**src/rtl/lock_relock_fsm.sv**
```systemverilog
// Lock-acquisition supervisor for lock_pid_block: sweeps to find lock, declares lock,
// detects loss of lock and re-acquires automatically.
module lock_relock_fsm (
    input  logic               clk_i,
    input  logic               rstn_i,
    input  logic               enable_i,
    input  logic signed [13:0] err_i,
    input  logic signed [13:0] ctrl_i,
    input  logic [13:0]        err_thr_i,
    input  logic [13:0]        rail_thr_i,
    input  logic [15:0]        lock_cnt_i,
    input  logic [15:0]        lost_cnt_i,
    input  logic [15:0]        hold_len_i,
    input  logic signed [13:0] sweep_min_i,
    input  logic signed [13:0] sweep_max_i,
    input  logic [13:0]        sweep_step_i,
    output logic               int_rst_o,
    output logic               pid_freeze_o,
    output logic               pid_ifreeze_o,
    output logic signed [13:0] sweep_o,
    output logic               locked_o,
    output logic [2:0]         state_o,
    output logic [15:0]        relock_cnt_o
);

    typedef enum logic [2:0] {
        IDLE    = 3'd0,
        SWEEP   = 3'd1,
        ACQUIRE = 3'd2,
        LOCKED  = 3'd3,
        HOLD    = 3'd4
    } state_t;

    state_t             state, state_nxt;
    logic signed [13:0] sweep_nxt;
    logic               dir_up, dir_nxt;
    logic [15:0]        cnt, cnt_nxt, cnt_inc;
    logic [15:0]        relock_nxt;
    logic [15:0]        lock_tgt, lost_tgt, hold_tgt;
    logic [14:0]        err_mag, ctrl_mag;
    logic               err_ok, good;
    logic signed [14:0] sw_ext, step_ext, sw_sum, min_ext, max_ext;

    // Magnitude in 15 bits so that -8192 maps to 8192 rather than wrapping.
    function automatic logic [14:0] mag15(input logic signed [13:0] x);
        logic [14:0] w;
        w = {x[13], x};
        return x[13] ? (~w + 15'd1) : w;
    endfunction

    assign err_mag  = mag15(err_i);
    assign ctrl_mag = mag15(ctrl_i);
    assign err_ok   = err_mag <= {1'b0, err_thr_i};
    assign good     = err_ok && (ctrl_mag < {1'b0, rail_thr_i});

    assign lock_tgt = (lock_cnt_i == 16'd0) ? 16'd1 : lock_cnt_i;
    assign lost_tgt = (lost_cnt_i == 16'd0) ? 16'd1 : lost_cnt_i;
    assign hold_tgt = (hold_len_i == 16'd0) ? 16'd1 : hold_len_i;
    assign cnt_inc  = cnt + 16'd1;

    assign sw_ext   = {sweep_o[13], sweep_o};
    assign step_ext = {1'b0, sweep_step_i};
    assign min_ext  = {sweep_min_i[13], sweep_min_i};
    assign max_ext  = {sweep_max_i[13], sweep_max_i};
    assign sw_sum   = dir_up ? (sw_ext + step_ext) : (sw_ext - step_ext);

    assign state_o  = state;

    always_comb begin
        state_nxt  = state;
        sweep_nxt  = sweep_o;
        dir_nxt    = dir_up;
        cnt_nxt    = cnt;
        relock_nxt = relock_cnt_o;
        if (!enable_i) begin
            state_nxt = IDLE;
            sweep_nxt = '0;
            cnt_nxt   = '0;
        end else begin
            unique case (state)
                IDLE: begin
                    state_nxt = SWEEP;
                    sweep_nxt = sweep_min_i;
                    dir_nxt   = 1'b1;
                    cnt_nxt   = '0;
                end
                SWEEP: begin
                    // Capture freezes the sweep on the very cycle it is seen.
                    if (err_ok) begin
                        state_nxt = ACQUIRE;
                        cnt_nxt   = '0;
                    end else if (sweep_min_i > sweep_max_i) begin
                        sweep_nxt = sweep_min_i;
                    end else if (sweep_step_i != 14'd0) begin
                        if (sw_sum >= max_ext) begin
                            sweep_nxt = sweep_max_i;
                            dir_nxt   = 1'b0;
                        end else if (sw_sum <= min_ext) begin
                            sweep_nxt = sweep_min_i;
                            dir_nxt   = 1'b1;
                        end else begin
                            sweep_nxt = sw_sum[13:0];
                        end
                    end
                end
                ACQUIRE: begin
                    if (!good) begin
                        state_nxt = SWEEP;
                        cnt_nxt   = '0;
                    end else if (cnt_inc >= lock_tgt) begin
                        state_nxt = LOCKED;
                        cnt_nxt   = '0;
                    end else begin
                        cnt_nxt = cnt_inc;
                    end
                end
                LOCKED: begin
                    if (good) begin
                        cnt_nxt = '0;
                    end else if (cnt_inc >= lost_tgt) begin
                        state_nxt = HOLD;
                        cnt_nxt   = '0;
                        if (relock_cnt_o != 16'hFFFF) relock_nxt = relock_cnt_o + 16'd1;
                    end else begin
                        cnt_nxt = cnt_inc;
                    end
                end
                HOLD: begin
                    if (cnt_inc >= hold_tgt) begin
                        state_nxt = SWEEP;
                        cnt_nxt   = '0;
                    end else begin
                        cnt_nxt = cnt_inc;
                    end
                end
                default: begin
                    state_nxt = IDLE;
                    sweep_nxt = '0;
                    cnt_nxt   = '0;
                end
            endcase
        end
    end

    // PID control outputs are decoded from the next state so they align with state_o.
    always_ff @(posedge clk_i or negedge rstn_i) begin
        if (!rstn_i) begin
            state         <= IDLE;
            sweep_o       <= '0;
            dir_up        <= 1'b1;
            cnt           <= '0;
            relock_cnt_o  <= '0;
            int_rst_o     <= 1'b1;
            pid_ifreeze_o <= 1'b1;
            pid_freeze_o  <= 1'b0;
            locked_o      <= 1'b0;
        end else begin
            state         <= state_nxt;
            sweep_o       <= sweep_nxt;
            dir_up        <= dir_nxt;
            cnt           <= cnt_nxt;
            relock_cnt_o  <= relock_nxt;
            int_rst_o     <= (state_nxt == IDLE) || (state_nxt == SWEEP);
            pid_ifreeze_o <= (state_nxt == IDLE) || (state_nxt == SWEEP) || (state_nxt == HOLD);
            pid_freeze_o  <= (state_nxt == HOLD);
            locked_o      <= (state_nxt == LOCKED);
        end
    end

endmodule

```
**config.mk**
```make
export PLATFORM = sky130hd
export DESIGN_NAME = lock_relock_fsm
export DESIGN_NICKNAME = d
export VERILOG_FILES = /design/src/rtl/lock_relock_fsm.sv
export SDC_FILE = /design/constraint.sdc
export NUM_CORES = 1
export LEC_CHECK = 0
export ABC_AREA = 1
export CAP_MARGIN = 10
export CELL_PAD_IN_SITES_DETAIL_PLACEMENT = 0
export CELL_PAD_IN_SITES_GLOBAL_PLACEMENT = 2
export CORE_AREA = 2 2 141 212
export CTS_BUF_LIST = sky130_fd_sc_hd__clkbuf_8
export DETAILED_ROUTE_END_ITERATION = 10
export DIE_AREA = 0 0 143 214
export HOLD_SLACK_MARGIN = 0.02
export PLACE_DENSITY = 0.9
export SLEW_MARGIN = 10
export SYNTH_ARGS = -nofsm -noshare
export SYNTH_HDL_FRONTEND = slang
export SYNTH_SLANG_ARGS = --single-unit
```
**constraint.sdc**
```tcl
create_clock -name clk_i -period 7.69 [get_ports clk_i]
set_input_delay 0.769 -clock clk_i [delete_from_list [all_inputs] [get_ports clk_i]]
set_output_delay 0.769 -clock clk_i [all_outputs]
set_load 0.05 [all_outputs]
```
==> results of run 1 <==
[where the power goes]
group / switching (mW) / internal [mW]
Combinational: 1.44 / 0.761
Sequential: 0.0514 / 0.318
Clock: 0.129 / 0.0689
Total: 1.62 / 1.15
[layout by cell type (no fill, tap or decap), types with 7 or more instances in the layout]
cell type and n:
sky130_fd_sc_hd__a21oi_1 70, sky130_fd_sc_hd__clkdlybuf4s50_1 184, sky130_fd_sc_hd__dfrtp_1 51, sky130_fd_sc_hd__ha_1 139, sky130_fd_sc_hd__inv_1 217, sky130_fd_sc_hd__inv_2 8, sky130_fd_sc_hd__nand2_1 410, sky130_fd_sc_hd__nand3_1 88
sky130_fd_sc_hd__nand3b_1 7, sky130_fd_sc_hd__nand4_1 38, sky130_fd_sc_hd__nor2_1 96, sky130_fd_sc_hd__nor3_1 23, sky130_fd_sc_hd__nor4_1 21, sky130_fd_sc_hd__o21ai_0 31, sky130_fd_sc_hd__xnor2_1 22, sky130_fd_sc_hd__xor2_1 42
[metrics by stage]
stage | area (um2) | utilization (%) | power [mW] | setup WS (ns)
detailed placement | 10720 | 37.45 | 2.588 | 1.725
finish | 10820 | 37.79 | 2.770 | 2.017
CTS | 10820 | 37.79 | 2.800 | 2.092
global placement | 10720 | 37.45 | 2.573 | 1.779
floorplan | 8523 | - | 2.032 | 3.268
global route | 10820 | 37.79 | 3.101 | 1.471
[layer usage]
metal | GRT usage [%] | vias up
met5 | 0 | -
met4 | 5.710 | 0
met3 | 1.811 | 42
met2 | 37.75 | 189
met1 | 20.76 | 4122
li1 | - | 4709
[tightest hold or removal path, cell delays in order, from the launching register on]
cell                      delay [ns]
sky130_fd_sc_hd__dfrtp_1        0.38
sky130_fd_sc_hd__nand2_1        0.06
sky130_fd_sc_hd__nand2_1        0.06
[cell type report]
class	instances	area [um2]
fill	3118	17810
multi-input combinational	1047	6155
timing repair buffer	189	1877
sequential	54	1355
inverter	225	844.6
tap	390	488.0
clock buffer	5	68.82
clock inverter	3	28.78
[flip-flops by register name, summed over array words and instances, names as in the netlist]
signal	flops
state_o	3
locked_o	1
cnt	16
pid_ifreeze_o	1
pid_freeze_o	1
dir_up	1
relock_cnt_o	16
int_rst_o	1
sweep_o	14
[final timing paths]
path	depth (start not counted)	slack (ns)	startpoint	endpoint
max	31	2.02	sweep_step_i[1]	sweep_o[0]
min	2	0.52	cnt[15]	cnt[15]
max reg2reg	29	2.91	dir_up	sweep_o[0]
min reg2reg	2	0.52	cnt[15]	cnt[15]
max in group asynchronous	2	6.58	rstn_i	cnt[15]
min in group asynchronous	2	0.57	rstn_i	relock_cnt_o[4]
[kinds of logic after synthesis]
logic type	count (synthesis)	synth area share, %
AND/OR/NAND/NOR	710	36.26
buffers and inverters	251	11.89
adder cells (fa/ha/maj)	140	20.64
AO/OA/AOI/OAI	133	8.735
XOR/XNOR	64	6.577
flip-flops	54	15.90
==> summary.txt, run 1 <==
Worst setup path
  – Critical Path RT: between 7 and 8 ns
  – Maximum fanout count along the critical path: 17
  – Bufs and invs on worst path: 3
  – Crit path largest cell delay: between 0.4 and 0.5 ns
  – Worst path arrival time: 5.96 ns
  – Worst Setup Path Type: input port to flop
  – Top Family by Delay on Critical Path: simple AND/OR/NAND/NOR gates
  – Critical Path Start Type: input port
  – Most numerous cell on the critical path: sky130_fd_sc_hd__nand2_1
  – Crit path max-delay cell type: sky130_fd_sc_hd__nor3_1
  – Endpoint kind of the worst setup timing path: flop

Yosys
  – Cell area after technology mapping: roughly 8500 um2
  – Share of synthesized registers carrying an async set or reset: between 90% and 100%
  – Synth Flop Type: sky130_fd_sc_hd__dfrtp_1
  – Cell type contributing the most total cell area after synthesis: sky130_fd_sc_hd__ha_1
  – Leading cell types by total area after synthesis: sky130_fd_sc_hd__ha_1, sky130_fd_sc_hd__nand2_1, sky130_fd_sc_hd__dfrtp_1
  – Part of the Yosys area used for sequential elements: approximately 16%
  – Seq cells post-synth: 54
  – Number of warnings printed during yosys synthesis: 0
  – Fraction of synthesized cell area taken by the top area cell type: 20.41%
  – Most frequently used cell type in the post-synthesis netlist: sky130_fd_sc_hd__nand2_1
  – Top cell types by occurrence after synthesis: sky130_fd_sc_hd__nand2_1, sky130_fd_sc_hd__inv_1, sky130_fd_sc_hd__ha_1
  – Yosys cell types: 45
  – Synthesized netlist net count: between 1,500 and 2,000
  – Post-Synthesis Cells: ~1,400
  – Post-synth EDFFs: 0
  – Avg Cell Area, Syn: roughly 6.3 um2

Clock network
  – Cts repair resizes: 0
  – Level count of the clock H-tree: 2
  – Clk buf depth: 2
  – Root cell of the clock tree: sky130_fd_sc_hd__clkbuf_8
  – Clock latency of the later-clocked register in the worst-skew pair: 0.36 ns
  – TritonCTS clock tree: built
  – Worst-path clk slew: between 0.1 and 0.15 ns
  – Hold buffers post-CTS: 0
  – Number of post-CTS setup repair buffers: 0
  – Clock buffers created by TritonCTS: 5
  – Clock sink total: 54

Timing
  – Post-Route Skew: between 0.03 and 0.04 ns
  – Worst-case hold slack: 0.5179 ns
  – Final-report hold violation count: 0
  – Highest clock rate: around 180 MHz
  – Total count of max-transition violations in the final report: 0
  – Final setup viols: 0
  – Final period demand of the worst path: between 5 and 6 ns
  – Tightest slew margin relative to the limit: between 20% and 30%
  – Post-route clock period utilization: 73.77%
  – Setup repair after global routing missed its margin: false
  – Sum of negative setup slack: 0 ns
  – Actual transition at the worst max-transition pin: roughly 1.2 ns

Detailed routing
  – Wire length per cell after detailed routing: roughly 15 um
  – Number of detailed-route iterations in the first pass: 5
  – Total routed wire length on the met1 layer: between 10 and 15 mm
  – Overall routed net length: between 20 and 30 mm
  – Mean number of vias per cell: ~4.7
  – Met3 wire length: slightly below 900 um
  – Met2 Routed Length: 15.90 mm
  – Vias after detailed routing: about 9,100
  – Starting DRC count in detailed routing: between 400 and 500
  – Post-detailed-route count of antenna-violating nets: 0
  – Residual DRC count: 0
  – Top Layer Used: met4

Placed design
  – Final RePlAce weighted congestion: between 0.8 and 0.9
  – Estimated wirelength of the detail-placed design: around 24 mm
  – Placed cell count: 1,905
  – Count of input and output buffers: roughly 190

Power and ir drop
  – Power per cell area: 256.1 nW/um2
  – Peak supply drop: 0.1520 mV
  – Cell leakage power: 5.847 nW

Global routing
  – Number of global-route vias before repair: approximately 9,400
  – Wire length of the first global-routing pass: between 40 and 50 mm
  – Initial antenna violation count: 0
  – Overall routing resource usage: a little under a fifth
  – Largest net degree at the start of global routing: 55
  – Total congestion overflow: 0

Die
  – Number of rows created at floorplan: 76
  – Effective utilization at floorplan: a little under 30%
  – Die Outline Area: about 30,000 um2
  – Overall die height: ~210 um
  – Core outline area: about 29,000 um2
  – Top-Level Pins: ~190
  – Die Width: 143 um

Cells and area
  – Diodes inserted: 0
  – Final net count: roughly 1,800
  – Ratio of cells with drive above 1 in the final layout: 3.020%
  – Area growth, synth to finish: 26.91%
  – Fin cells: between 1,500 and 2,000

Run
  – Number of maximum-capacitance constraint violations: 0

Status
  – Status: complete, no violations

Worst hold path
  – Worst min-delay path class: flop to flop
(Power assumes the default switching activity.)
==> inputs of run 2 (changes only) <==
--- a/config.mk
+++ b/config.mk
@@ -9,12 +9,12 @@
 export CAP_MARGIN = 10
 export CELL_PAD_IN_SITES_DETAIL_PLACEMENT = 0
 export CELL_PAD_IN_SITES_GLOBAL_PLACEMENT = 2
-export CORE_AREA = 2 2 141 212
+export CORE_AREA = 2 2 154 232
 export CTS_BUF_LIST = sky130_fd_sc_hd__clkbuf_8
 export DETAILED_ROUTE_END_ITERATION = 10
-export DIE_AREA = 0 0 143 214
+export DIE_AREA = 0 0 156 234
 export HOLD_SLACK_MARGIN = 0.02
-export PLACE_DENSITY = 0.9
+export PLACE_DENSITY = 0.8
 export SLEW_MARGIN = 10
 export SYNTH_ARGS = -nofsm -noshare
 export SYNTH_HDL_FRONTEND = slang
==> constraint.sdc (replaced) <==
create_clock -name clk_i -period 5.1 [get_ports clk_i]
set_input_delay 0.51 -clock clk_i [delete_from_list [all_inputs] [get_ports clk_i]]
set_output_delay 0.51 -clock clk_i [all_outputs]
set_load 0.05 [all_outputs]
==> run 2 against run 1 <==
Setup slack worse by 1.6 ns; register-to-register slack lost 2.2 ns; clock power rose by 52%; critical path depth up 2; wire length up 7.0%; die area is 19% higher; cell count is 3.9% higher; sequential power up 51%; highest routed layer unchanged.
==> summary.txt, run 2 (synthesis gave the netlist of run 1 again) <==
Status
  – Status: complete, no violations (unchanged)

Worst setup path
  – Bufs and invs on worst path: 5 (was 3)
  – Most numerous cell on the critical path: sky130_fd_sc_hd__nand2_1 (unchanged)
  – Reg2Reg Launch Point: dir_up (unchanged)
  – Crit path largest cell delay: 0.49 ns (was 0.47 ns)
  – Endpoint kind of the worst setup timing path: flop (unchanged)
  – Maximum fanout count along the critical path: 8 (was 17)
  – End of the worst register-to-register path: sweep_o[3] (was sweep_o[0])
  – Top Family by Delay on Critical Path: simple AND/OR/NAND/NOR gates (unchanged)
  – Worst path arrival time: 4.93 ns (was 5.96 ns)
  – Minimum setup slack among reg-to-reg paths: 0.68 ns (was 2.91 ns)
  – Crit path max-delay cell type: sky130_fd_sc_hd__clkdlybuf4s50_1 (was sky130_fd_sc_hd__nor3_1)
  – Depth of the most critical reg-to-reg path: 30 (was 29)
  – Critical Path RT: 5.39 ns (was 7.98 ns)
  – Critical Path Start Type: input port (unchanged)
  – Worst Setup Path Type: input port to flop (unchanged)

Run
  – Number of maximum-capacitance constraint violations: 0 (unchanged)

Worst hold path
  – Worst min-delay path class: input port to async pin (was flop to flop)

Detailed routing
  – Mean number of vias per cell: 4.675 (was 4.737)
  – Residual DRC count: 0 (unchanged)
  – Number of detailed-route iterations in the first pass: 5 (unchanged)
  – Overall routed net length: 30.85 mm (was 28.82 mm)
  – Post-detailed-route count of antenna-violating nets: 0 (unchanged)
  – Wire length per cell after detailed routing: 15.52 um (was 15.07 um)
  – Starting DRC count in detailed routing: 430 (was 429)
  – Vias after detailed routing: 9,293 (was 9,062)

Die
  – Die Width: 156 um (was 143 um)
  – Top-Level Pins: 186 (unchanged)
  – Number of rows created at floorplan: 84 (was 76)
  – Overall die height: 234 um (was 214 um)
  – Effective utilization at floorplan: 24.65% (was 29.78%)
  – Core outline area: 34,580 um2 (was 28,620 um2)
  – Die Outline Area: 36,500 um2 (was 30,600 um2)

Timing
  – Post-Route Skew: 0.01551 ns (was 0.03287 ns)
  – Actual transition at the worst max-transition pin: 1.111 ns (was 1.158 ns)
  – Total count of max-transition violations in the final report: 0 (unchanged)
  – Post-route clock period utilization: between 90% and 100%
  – Highest clock rate: ~220 MHz
  – Worst-case hold slack: 0.3286 ns (was 0.5179 ns)
  – Final setup viols: 0 (unchanged)
  – Final period demand of the worst path: about 4.6 ns
  – Tightest slew margin relative to the limit: 25.64% (was 22.51%)
  – Setup repair after global routing missed its margin: false (unchanged)
  – Final-report hold violation count: 0 (unchanged)

Global routing
  – Met2 capacity usage during global routing: 35.59% (was 37.75%)
  – Global routing met3 resource utilization: 1.405% (was 1.811%)
  – Largest net degree at the start of global routing: 55 (unchanged)
  – Wire length of the first global-routing pass: 48.98 mm (was 46.73 mm)
  – Overall routing resource usage: 17.10% (was 19.08%)
  – M1 GR Usage: 17.30% (was 20.76%)
  – Initial antenna violation count: 0 (unchanged)
  – Number of global-route vias before repair: 9,497 (was 9,383)
  – Most Used Layer, Global Route: met2 (unchanged)
  – Total congestion overflow: 0 (unchanged)

Power and ir drop
  – Part of the power in registers: 11.6% (was 13.3%)
  – Peak supply drop: 0.3617 mV (was 0.1520 mV)
  – Switching share of power: 54.47% (was 58.54%)
  – Power per cell area: 427.5 nW/um2 (was 256.1 nW/um2)
  – Cell leakage power: 6.065 nW (was 5.847 nW)
  – Part of the power in the clock network: 6.3% (was 7.1%)
  – Power spent charging and discharging nets: 2.610 mW (was 1.622 mW)
  – Internal power of the cells: 2.181 mW (was 1.148 mW)
  – Fraction of power consumed by combinational cells: 82.1% (was 79.5%)

Clock network
  – Clock buffers created by TritonCTS: 5 (unchanged)
  – Hold buffers post-CTS: 0 (unchanged)
  – Clock sink total: 54 (unchanged)
  – Root cell of the clock tree: sky130_fd_sc_hd__clkbuf_8 (unchanged)
  – Worst-path clk slew: 0.12 ns (about the same)
  – TritonCTS clock tree: built (unchanged)
  – Clk buf depth: 2 (unchanged)
  – Clock latency of the later-clocked register in the worst-skew pair: 0.36 ns (about the same)
  – Level count of the clock H-tree: 2 (unchanged)

Placed design
  – Estimated wirelength of the detail-placed design: 26.05 mm (was 24.14 mm)
  – Final RePlAce weighted congestion: 0.8624 (was 0.8533)
  – Count of input and output buffers: 185 (unchanged)
  – Placed Area: 11,050 um2 (was 10,720 um2)

Cells and area
  – Ratio of cells with drive above 1 in the final layout: 5.520% (was 3.020%)
  – Area growth, synth to finish: 31.49% (was 26.91%)
  – Final standard cell area without fillers: 11,210 um2 (was 10,820 um2)
  – Final net count: 1,846 (was 1,811)
  – Diodes inserted: 0 (unchanged)
  – Top library cells by usage in the layout, fill and taps aside: sky130_fd_sc_hd__nand2_1, sky130_fd_sc_hd__inv_1, sky130_fd_sc_hd__clkdlybuf4s50_1, sky130_fd_sc_hd__ha_1, sky130_fd_sc_hd__nor2_1 (unchanged)
  – Most common library cell in the layout ignoring fill and taps: sky130_fd_sc_hd__nand2_1 (unchanged)
  – Biggest registers after layout: cnt: 16 flops, relock_cnt_o: 16 flops, sweep_o: 14 flops (unchanged)
## run 2: changes by cell type in the layout (fill, tap and decap cells not counted)
cell	change
sky130_fd_sc_hd__dlymetal6s2s_1	+2
sky130_fd_sc_hd__a21oi_1	-2
sky130_fd_sc_hd__buf_4	+32
sky130_fd_sc_hd__buf_12	+3
sky130_fd_sc_hd__o21ai_1	+2
sky130_fd_sc_hd__o21ai_0	-2
sky130_fd_sc_hd__nor3_2	+1
sky130_fd_sc_hd__nor3_4	+2
sky130_fd_sc_hd__nor3_1	-3
sky130_fd_sc_hd__clkdlybuf4s50_1	-2
sky130_fd_sc_hd__a21oi_2	+2
## run 2: worst register-to-register path: cells and delay by family (launching register included)
kind,cells,cell delay (ns)
adder cells (fa/ha/maj),2,0.70
XOR/XNOR,2,0.40
AO/OA/AOI/OAI,4,0.46
flip-flops,1,0.71
AND/OR/NAND/NOR,18,1.62
buffers and inverters,4,0.48
## run 2: how the worst max path moves through the flow
stage	start	to	depth (start not counted)
floorplan	sweep_step_i[1]	sweep_o[9]	32
global placement	sweep_step_i[1]	sweep_o[11]	33
detailed placement	sweep_step_i[1]	sweep_o[9]	32
CTS	sweep_step_i[1]	sweep_o[10]	31
global route	sweep_step_i[2]	sweep_o[3]	32
finish	sweep_step_i[2]	sweep_o[3]	33
## run 2: per-stage QoR
stage | TNS, ns | setup WS (ns) | utilization (%) | power [mW] | instances
5_1_grt | 0 | 0.05340 | 32.41 | 5.350 | 1988
3_5_place_dp | -3.762 | -0.2864 | 31.95 | 4.407 | 1979
3_3_place_gp | -3.173 | -0.2382 | 31.95 | 4.405 | 1979
6_report | 0 | 0.4623 | 32.41 | 4.791 | 1988
2_1_floorplan | 0 | 0.9368 | - | 3.063 | 1352
4_1_cts | 0 | 0.08924 | 32.24 | 4.739 | 1987
## run 2: what timing repair did
action | CTS | global route
setup endpoints to repair | 0 | 15
buffers inserted | 0 | 1
hold endpoints to repair | 0 | 0
gates resized for setup | 0 | 11
## run 2: area by class of cell
cell class / instances / area (um2)
timing repair buffer: 224 / 2182
tap: 430 / 538.0
inverter: 225 / 844.6
clock inverter: 3 / 28.78
fill: 3817 / 23370
sequential: 54 / 1355
multi-input combinational: 1047 / 6190
clock buffer: 5 / 68.82
## run 2: metal layers
metal	vias up	share of wire, %
li1	4777	-
met1	4308	37
met2	157	57
met3	51	2.4
met4	0	3.5
met5	-	0
## run 2: power groups by stage
stage	logic [mW]	registers (mW)	clock network (mW)
detailed placement	3.84	0.568	0
CTS	3.85	0.560	0.326
global placement	3.84	0.568	0
floorplan	2.39	0.672	0
global route	4.44	0.566	0.340
finish	3.93	0.558	0.300
